--- config.mk ---
export PLATFORM = sky130hd
export DESIGN_NAME = bambu_mem_channel_arbiter
export DESIGN_NICKNAME = d
export VERILOG_FILES = /design/src/rtl/bambu_mem_channel_arbiter.sv
export SDC_FILE = /design/constraint.sdc
export NUM_CORES = 1
export LEC_CHECK = 0
export ABC_AREA = 1
export ABC_CLOCK_PERIOD_IN_PS = 2250
export CAP_MARGIN = 20
export CELL_PAD_IN_SITES_DETAIL_PLACEMENT = 1
export CELL_PAD_IN_SITES_GLOBAL_PLACEMENT = 2
export CORE_UTILIZATION = 23
export DETAILED_ROUTE_END_ITERATION = 7
export PLACE_DENSITY = 0.82
export SYNTH_ARGS = -nofsm -noshare
export SYNTH_HDL_FRONTEND = slang
export SYNTH_SLANG_ARGS = --single-unit
--- constraint.sdc ---
create_clock -name clock -period 2.25 [get_ports clock]
set_clock_uncertainty 0.2 [all_clocks]
set_input_delay 0.5625 -clock clock [delete_from_list [all_inputs] [get_ports clock]]
set_output_delay 0.5625 -clock clock [all_outputs]
set_load 0.05 [all_outputs]
--- src/rtl/bambu_mem_channel_arbiter.sv ---
// bambu_mem_channel_arbiter
// Shares one single-port, fixed-latency memory between the two master lanes of a
// Bambu dual-channel bus. Requests are serialised with round-robin priority on
// conflicts. Each access runs IDLE -> CMD -> WAIT -> REL. The REL cycle absorbs the
// master's request, which is still high in the cycle after DataRdy.
module bambu_mem_channel_arbiter #(
    parameter int ADDR_W          = 7,
    parameter int DATA_W          = 8,
    parameter int SIZE_W          = 4,
    parameter int MEM_DELAY_READ  = 2,
    parameter int MEM_DELAY_WRITE = 1
) (
    input  logic                clock,
    input  logic                reset,
    input  logic [1:0]          Mout_oe_ram,
    input  logic [1:0]          Mout_we_ram,
    input  logic [2*ADDR_W-1:0] Mout_addr_ram,
    input  logic [2*DATA_W-1:0] Mout_Wdata_ram,
    input  logic [2*SIZE_W-1:0] Mout_data_ram_size,
    output logic [2*DATA_W-1:0] M_Rdata_ram,
    output logic [1:0]          M_DataRdy,
    output logic                mem_en,
    output logic                mem_we,
    output logic [ADDR_W-1:0]   mem_addr,
    output logic [DATA_W-1:0]   mem_wdata,
    output logic [SIZE_W-1:0]   mem_size,
    input  logic [DATA_W-1:0]   mem_rdata,
    output logic                protocol_err
);

    localparam int MAX_D = (MEM_DELAY_READ > MEM_DELAY_WRITE) ? MEM_DELAY_READ : MEM_DELAY_WRITE;
    localparam int CNT_W = $clog2(MAX_D + 1);
    localparam logic [CNT_W-1:0] CNT_ONE = {{(CNT_W-1){1'b0}}, 1'b1};

    typedef enum logic [1:0] {
        ST_IDLE = 2'd0,
        ST_CMD  = 2'd1,
        ST_WAIT = 2'd2,
        ST_REL  = 2'd3
    } state_t;

    state_t              state_r, state_n;
    logic [CNT_W-1:0]    cnt_r, cnt_n;
    logic                grant_r, grant_n;
    logic                last_grant_r, last_grant_n;
    logic                op_we_r, op_we_n;
    logic [ADDR_W-1:0]   addr_r, addr_n;
    logic [DATA_W-1:0]   wdata_r, wdata_n;
    logic [SIZE_W-1:0]   size_r, size_n;
    logic                mem_en_r, mem_en_n;
    logic                mem_we_r, mem_we_n;
    logic [1:0]          rdy_r, rdy_n;
    logic                perr_r, perr_n;

    logic [1:0]          valid_s;
    logic [1:0]          bad_s;
    logic                pick_s;
    logic [CNT_W-1:0]    delay_s;
    logic [CNT_W-1:0]    cnt_inc_s;
    logic [1:0]          grant_onehot_s;

    assign valid_s        = Mout_oe_ram ^ Mout_we_ram;
    assign bad_s          = Mout_oe_ram & Mout_we_ram;
    assign delay_s        = op_we_r ? CNT_W'(MEM_DELAY_WRITE) : CNT_W'(MEM_DELAY_READ);
    assign cnt_inc_s      = cnt_r + CNT_ONE;
    assign grant_onehot_s = grant_r ? 2'b10 : 2'b01;

    assign mem_en       = mem_en_r;
    assign mem_we       = mem_we_r;
    assign mem_addr     = addr_r;
    assign mem_wdata    = wdata_r;
    assign mem_size     = size_r;
    assign M_DataRdy    = rdy_r;
    assign protocol_err = perr_r;

    // Lane selection: on a conflict the lane that lost the previous conflict wins.
    always_comb begin
        pick_s = 1'b0;
        if (valid_s == 2'b11) begin
            pick_s = ~last_grant_r;
        end else if (valid_s[1]) begin
            pick_s = 1'b1;
        end else begin
            pick_s = 1'b0;
        end
    end

    // Next-state and next-output logic for the access sequencer.
    always_comb begin
        state_n      = state_r;
        cnt_n        = cnt_r;
        grant_n      = grant_r;
        last_grant_n = last_grant_r;
        op_we_n      = op_we_r;
        addr_n       = addr_r;
        wdata_n      = wdata_r;
        size_n       = size_r;
        mem_en_n     = 1'b0;
        mem_we_n     = 1'b0;
        rdy_n        = 2'b00;
        perr_n       = perr_r;
        case (state_r)
            ST_IDLE: begin
                if (bad_s != 2'b00) begin
                    perr_n = 1'b1;
                end else begin
                    perr_n = perr_r;
                end
                if (valid_s != 2'b00) begin
                    grant_n  = pick_s;
                    op_we_n  = Mout_we_ram[pick_s];
                    addr_n   = pick_s ? Mout_addr_ram[2*ADDR_W-1:ADDR_W] : Mout_addr_ram[ADDR_W-1:0];
                    wdata_n  = pick_s ? Mout_Wdata_ram[2*DATA_W-1:DATA_W] : Mout_Wdata_ram[DATA_W-1:0];
                    size_n   = pick_s ? Mout_data_ram_size[2*SIZE_W-1:SIZE_W] : Mout_data_ram_size[SIZE_W-1:0];
                    mem_en_n = 1'b1;
                    mem_we_n = Mout_we_ram[pick_s];
                    state_n  = ST_CMD;
                    // Priority only rotates when a real conflict was resolved.
                    if (valid_s == 2'b11) begin
                        last_grant_n = pick_s;
                    end else begin
                        last_grant_n = last_grant_r;
                    end
                end else begin
                    state_n = ST_IDLE;
                end
            end
            ST_CMD: begin
                state_n = ST_WAIT;
                cnt_n   = CNT_ONE;
                if (delay_s == CNT_ONE) begin
                    rdy_n = grant_onehot_s;
                end else begin
                    rdy_n = 2'b00;
                end
            end
            ST_WAIT: begin
                if (cnt_r == delay_s) begin
                    state_n = ST_REL;
                end else begin
                    state_n = ST_WAIT;
                    cnt_n   = cnt_inc_s;
                    if (cnt_inc_s == delay_s) begin
                        rdy_n = grant_onehot_s;
                    end else begin
                        rdy_n = 2'b00;
                    end
                end
            end
            ST_REL: begin
                state_n = ST_IDLE;
            end
            default: begin
                state_n = ST_IDLE;
            end
        endcase
    end

    // State and registered outputs; reset drops any in-flight access.
    always_ff @(posedge clock or posedge reset) begin
        if (reset) begin
            state_r      <= ST_IDLE;
            cnt_r        <= {CNT_W{1'b0}};
            grant_r      <= 1'b0;
            last_grant_r <= 1'b1;
            op_we_r      <= 1'b0;
            addr_r       <= {ADDR_W{1'b0}};
            wdata_r      <= {DATA_W{1'b0}};
            size_r       <= {SIZE_W{1'b0}};
            mem_en_r     <= 1'b0;
            mem_we_r     <= 1'b0;
            rdy_r        <= 2'b00;
            perr_r       <= 1'b0;
        end else begin
            state_r      <= state_n;
            cnt_r        <= cnt_n;
            grant_r      <= grant_n;
            last_grant_r <= last_grant_n;
            op_we_r      <= op_we_n;
            addr_r       <= addr_n;
            wdata_r      <= wdata_n;
            size_r       <= size_n;
            mem_en_r     <= mem_en_n;
            mem_we_r     <= mem_we_n;
            rdy_r        <= rdy_n;
            perr_r       <= perr_n;
        end
    end

    // Read data passes straight from memory in the completion cycle; other lanes read 0.
    always_comb begin
        M_Rdata_ram = {(2*DATA_W){1'b0}};
        if (rdy_r[0] && !op_we_r) begin
            M_Rdata_ram[DATA_W-1:0] = mem_rdata;
        end else begin
            M_Rdata_ram[DATA_W-1:0] = {DATA_W{1'b0}};
        end
        if (rdy_r[1] && !op_we_r) begin
            M_Rdata_ram[2*DATA_W-1:DATA_W] = mem_rdata;
        end else begin
            M_Rdata_ram[2*DATA_W-1:DATA_W] = {DATA_W{1'b0}};
        end
    end

endmodule
==> results of run 1 <==
-- kinds of logic after synthesis --
kind of cell	Yosys count	share of synthesized area (%)
buffers and inverters	31	10.5
AOI/OAI and AO/OA	28	16.0
and+or+nand+nor	105	25.3
DFF	31	44.6
adders and majority gates	5	3.59
-- area by class of cell --
class / count / area, sq um / area share [%]
clock inverter: 2 / 35.0 / 1.14
clock buffer: 6 / 82.6 / 2.70
timing repair buffer: 100 / 1140 / 37.1
inverter: 21 / 78.8 / 2.58
multi-input combinational: 138 / 827 / 27.0
tap: 99 / 124 / 4.05
sequential: 31 / 777 / 25.4
-- cells in the mapped netlist --
| cell type | n |
|---|---|
| buf_6 | 6 |
| dfstp_2 | 1 |
| ha_1 | 5 |
| a31oi_2 | 18 |
| o21bai_1 | 1 |
| nand3_1 | 23 |
| o21ai_0 | 8 |
| inv_1 | 21 |
| buf_4 | 3 |
| nand2_2 | 4 |
| nor2_1 | 38 |
| a31oi_1 | 1 |
| nand2_4 | 1 |
| nand2_1 | 39 |
| dfrtp_1 | 30 |
| clkbuf_8 | 1 |
-- through the flow --
step	utilization [%]	setup TNS, ps
floorplan	-	-789
global placement	39.7	0
detailed placement	39.7	-56.3
CTS	41.3	0
global route	42.0	0
finish	42.0	0
-- registers in the layout, summed over array words and instances, names as in the netlist, 2 cells and up --
name and count:
M_DataRdy 2, cnt_r 2, mem_wdata 8, state_r 2
mem_size 4, mem_addr 7
-- path summary, 6_finish.rpt --
path                                            end  slack, ps                 start  depth (start not counted)
setup / recovery                     M_Rdata_ram[3]         80          mem_rdata[3]                          4
hold / removal               M_DataRdy[0]$_DFF_PP0_        260   grant_r$_DFFE_PP0N_                          1
setup reg to reg            mem_addr[2]$_DFFE_PP0N_        540  state_r[0]$_DFF_PP0_                          7
hold reg to reg              M_DataRdy[0]$_DFF_PP0_        260   grant_r$_DFFE_PP0N_                          1
max in group asynchronous  mem_wdata[0]$_DFFE_PP0N_        990                 reset                          3
min in group asynchronous      state_r[0]$_DFF_PP0_        390                 reset                          2
-- power breakdown --
group / leakage [nW] / switching (mW) / total (mW) / internal (mW)
Sequential: 0.359 / 0.170 / 0.998 / 0.828
Combinational: 0.929 / 1.64 / 2.60 / 0.954
Clock: 0.0612 / 0.212 / 0.570 / 0.358
Total: 1.35 / 2.02 / 4.16 / 2.14
-- worst max-delay path, delay by kind of cell --
| family | cells | cell delay (ps) |
|---|---|---|
| AND/OR/NAND/NOR | 1 | 160 |
| buffers and inverters | 3 | 680 |
-- layer usage --
metal / up-vias / share of wire, %
li1: 842 / -
met3: 4 / 8.7
met4: 0 / 1.2
met5: - / 0
met2: 72 / 48
met1: 797 / 42
==> impl_metrics.yaml, run 1 <==
finish:
  instances_no_fill: 397
  design_area_sq_um: 3060
  layout_common_cells: "clkdlybuf4s50_1 (52), nand2_1 (37), dfrtp_1 (30), buf_4 (27), nand3_1 (23)"
  final_nets: 354
  n_antenna_cell: 0
  syn_to_final_growth_pct: 75.7
  nFillCells: 856
  drive_above_1_share_pct: 32.6
  layout_commonest_cell: "clkdlybuf4s50_1"
pwr:
  static-leakage-power_nw: 1.35
  total_power_mw: 4.16
  irDropWorstVdd_v: 0.000623
  pwr_density_cell_nw_per_um2: 1360
global_routing:
  grt.met1_usage_pct: 16.4
  grt_pass1_vias: 1820
  use_met3_pct: 5.72
  grt_pass1_wl_microns: 8640
  overflow: 0
  grt-busiest-layer: "met2"
  grt_max_degree: 23
  grtUsageTotal_pct: 14.8
  antenna_found_initial: 0
  grt_util_met2_pct: 25.9
logic_synthesis:
  synth_area_leaders: "dfrtp_1 (43%), a31oi_2 (13%), nand2_1 (8.4%)"
  ys_types: 16
  synth_nets: 257
  yosysSeqAreaShare_pct: 44.6
  synth_top_area_share_pct: 43.1
  ys_warn_count: 0
  synthCells: 200
  yosysTopAreaCell: "dfrtp_1"
  ys_ff_latch: 31
  synth.avg_cell_area_sq_um: 8.71
  synth_area_sq_um: 1740
clocking:
  cts_num_sinks: 31
  cts.path.max_buffers: 2
  ctsHoldBuffers: 0
  cts.clk_slew.worst_paths_ps: 60
  insertion_delay_ps: 280
  htreeDepth: 2
  cts-resized-gates: 0
  tritoncts: "done"
  cts_buffers: 5
  post_cts_buffers: 0
  ctsRootBufferMaster: "clkbuf_8"
routing:
  routed_wirelength_microns: 5290
  vias: 1715
  ant_nets: 0
  via_per_inst: 4.32
  drtIter0Drc: 43
  wl_per_cell_microns: 13.3
  drc: 0
  drt_pass1_iterations: 3
timing:
  hold_violations: 0
  timing.final.ws_setup_ps: 82.3
  post-route-min-period_ps: 2170
  setup_viol: 0
  final_max_slew_viol_count: 0
  relSlewSlack_pct: 66.7
  hold_slack_ps: 261
  post-route-period-util_pct: 96.3
  rsz0062_at_grt: "false"
  fmax_ghz: 0.461
  worstMarginPinSlew_ps: 498
critical_path:
  critPathMaxStageDelay_ps: 460
  cp-end-kind: "primary output"
  crit_path_cell_trace: "clkdlybuf4s50_1, inv_1, nor2_2, buf_12"
  cp_slowest_cell: "clkdlybuf4s50_1"
  path_max_fanout: 2
  start_kind: "primary input"
  critPathKind: "primary input to primary output"
  worstPathArrival_ps: 1410
  cp_data_required_time_ps: 1490
floorplanning:
  rows: 31
  die-area_sq_um: 7920
  coreArea_sq_um: 7290
  io_pins: 92
  die_x_microns: 89.0
  start_util_pct: 23.9
  dieHeight_microns: 89.0
placed_design:
  dpl_cell_area_sq_um: 2900
  hpwl_microns: 4110
  port_buffers: 91
  dp_slack_ps: -31.3
  post-place-cells: 389
  gp_congestion: 0.704
job:
  maxCapViolations: 0
outcome:
  status: "finished clean"
worst_hold_path:
  hold_path_class: "flop to flop"
No activity file was read; power rests on OpenSTA's default activity.
==> run 2: changes to the inputs <==
Settings changed: SETUP_SLACK_MARGIN set to 0.3.
==> run 2 against run 1 <==
Effect of this change: clock power decreased by 27%; utilization increased by 2.7 points; global-route usage decreased by 0.47 points; cell count increased by 1.3%; hold slack improved by 14 ps; setup slack improved by 220 ps; fmax increased by 11%; register-to-register slack improved by 100 ps; clock-buffer cell count increased by 1; total power increased by 2.4%; critical path depth unchanged.
==> impl_metrics.yaml, run 2 (synthesized netlist as in run 1, its figures left out) <==
outcome:
  status: "finished clean"
critical_path:
  start_kind: "flop"
  cp_data_required_time_ps: 1490
  path_max_fanout: 8
  startpoint: "op_we_r$_DFFE_PP0N_"
  crit_path_cell_trace: "clkinv_4, nand2_8, nor2_4, buf_12"
  cp_top_family: "flip-flops"
  crit_path_end: "M_Rdata_ram[11]"
  rrSetupSlack_ps: 640
  reg2reg_depth: 8
  path_buf_inv: 2
  r2r-end: "grant_r$_DFFE_PP0N_"
  r2r-start: "state_r[0]$_DFF_PP0_"
  critPathKind: "flop to primary output"
  worstPathArrival_ps: 1190
  cp.depth: 4
  critPathMaxStageDelay_ps: 430
  cp_slowest_cell: "dfrtp_2"
  cp-end-kind: "primary output"
finish:
  syn_to_final_growth_pct: 87.2
  final_nets: 359
  final_core_util_pct: 44.7
  layout_common_cells: "clkdlybuf4s50_1 (40), nand2_1 (37), buf_4 (30), dfrtp_1 (27), nand3_1 (23)"
  drive_above_1_share_pct: 38.6
  largest_register_ffs: 8
  design_area_sq_um: 3260
  layout_commonest_cell: "clkdlybuf4s50_1"
  n_antenna_cell: 0
placed_design:
  hpwl_microns: 4060
  gp_congestion: 0.712
  dpl_cell_area_sq_um: 3010
  port_buffers: 91
clocking:
  ctsRootBufferMaster: "clkbuf_8"
  cts_buffers: 5
  ctsHoldBuffers: 0
  htreeDepth: 2
  cts.path.max_buffers: 2
  insertion_delay_ps: 280
  tritoncts: "done"
  cts.clk_slew.worst_paths_ps: 70
  cts_num_sinks: 31
worst_hold_path:
  hold_path_class: "flop to flop"
timing:
  relSlewSlack_pct: 73.1
  final_max_slew_viol_count: 0
  worstMarginPinSlew_ps: 404
  fmax_ghz: 0.513
  hold_violations: 0
  rsz0062_at_grt: "true"
  post-route-min-period_ps: 1950
  post-route-period-util_pct: 86.6
  setup_viol: 0
pwr:
  pwr_density_cell_nw_per_um2: 1310
  irDropWorstVdd_v: 0.000499
  static-leakage-power_nw: 1.40
global_routing:
  grt_max_degree: 32
  overflow: 0
  grt_pass1_wl_microns: 8690
  grt_pass1_vias: 1889
  grtUsageTotal_pct: 14.3
  antenna_found_initial: 0
routing:
  routed_wirelength_microns: 5400
  wl_per_cell_microns: 13.4
  drc: 0
  ant_nets: 0
  drt_pass1_iterations: 3
  vias: 1774
  via_per_inst: 4.41
  drtIter0Drc: 32
floorplanning:
  dieHeight_microns: 89.0
  start_util_pct: 23.9
  io_pins: 92
  die-area_sq_um: 7920
  rows: 31
  coreArea_sq_um: 7290
  die_x_microns: 89.0
job:
  maxCapViolations: 0
[run 2: layer usage]
| metal | track usage (%) | part of all wire (%) | vias up |
|---|---|---|---|
| met5 | 0 | 0 | - |
| met4 | 3.03 | 0.83 | 0 |
| met3 | 3.97 | 5.9 | 6 |
| met2 | 28.0 | 56 | 55 |
| met1 | 15.1 | 37 | 862 |
| li1 | - | - | 851 |
[run 2: worst min path at each step]
stage | cells past startpoint | to | slack [ps] | startpoint
5_1_grt | 1 | M_DataRdy[0]$_DFF_PP0_ | 300 | grant_r$_DFFE_PP0N_
6_report | 2 | protocol_err$_DFFE_PP0P_ | 270 | protocol_err$_DFFE_PP0P_
3_5_place_dp | 2 | protocol_err$_DFFE_PP0P_ | 270 | protocol_err$_DFFE_PP0P_
2_1_floorplan | 1 | M_DataRdy[0]$_DFF_PP0_ | 220 | grant_r$_DFFE_PP0N_
3_3_place_gp | 1 | M_DataRdy[0]$_DFF_PP0_ | 240 | grant_r$_DFFE_PP0N_
4_1_cts | 1 | M_DataRdy[0]$_DFF_PP0_ | 280 | grant_r$_DFFE_PP0N_
[run 2: what timing repair did]
action                     4_1_cts  5_1_grt
setup endpoints to repair       37       34
buffers inserted                 1        2
cloned                           0        2
resized for setup               28        9
pin swaps                       17       20
[run 2: layout make-up]
| type | instances | area [sq um] |
|---|---|---|
| fillers | 855 | 4030 |
| repair buffers | 105 | 1210 |
| multi-input cells | 138 | 976 |
| flip-flops and latches | 31 | 781 |
| well taps | 99 | 124 |
| inverters | 21 | 83.8 |
| clock buffers | 7 | 76.3 |
| clock inverters | 1 | 5.00 |
[run 2: tightest hold or removal path, stage by stage (launching register included)]
cell and delay [ps]:
dfrtp_1 350, inv_1 40, nand2_1 50
[run 2: power by group]
group	total (mW)	leakage, nW	internal, mW	switching, mW
Clock	0.414	0.0422	0.217	0.197
Combinational	2.83	1.01	1.11	1.73
Sequential	1.02	0.354	0.833	0.184
Total	4.26	1.40	2.16	2.11
[run 2: stage by stage]
stage | setup slack (ps) | power, mW | hold slack (ps) | TNS (ps) | std cells
floorplan | 353 | 2.80 | 219 | 0 | 200
global route | 244 | 4.56 | 302 | 0 | 402
global placement | -6.34 | 3.61 | 240 | -33.9 | 389
detailed placement | -60.6 | 3.67 | 271 | -610 | 389
finish | 300 | 4.26 | 274 | 0 | 402
CTS | 225 | 4.19 | 284 | 0 | 398
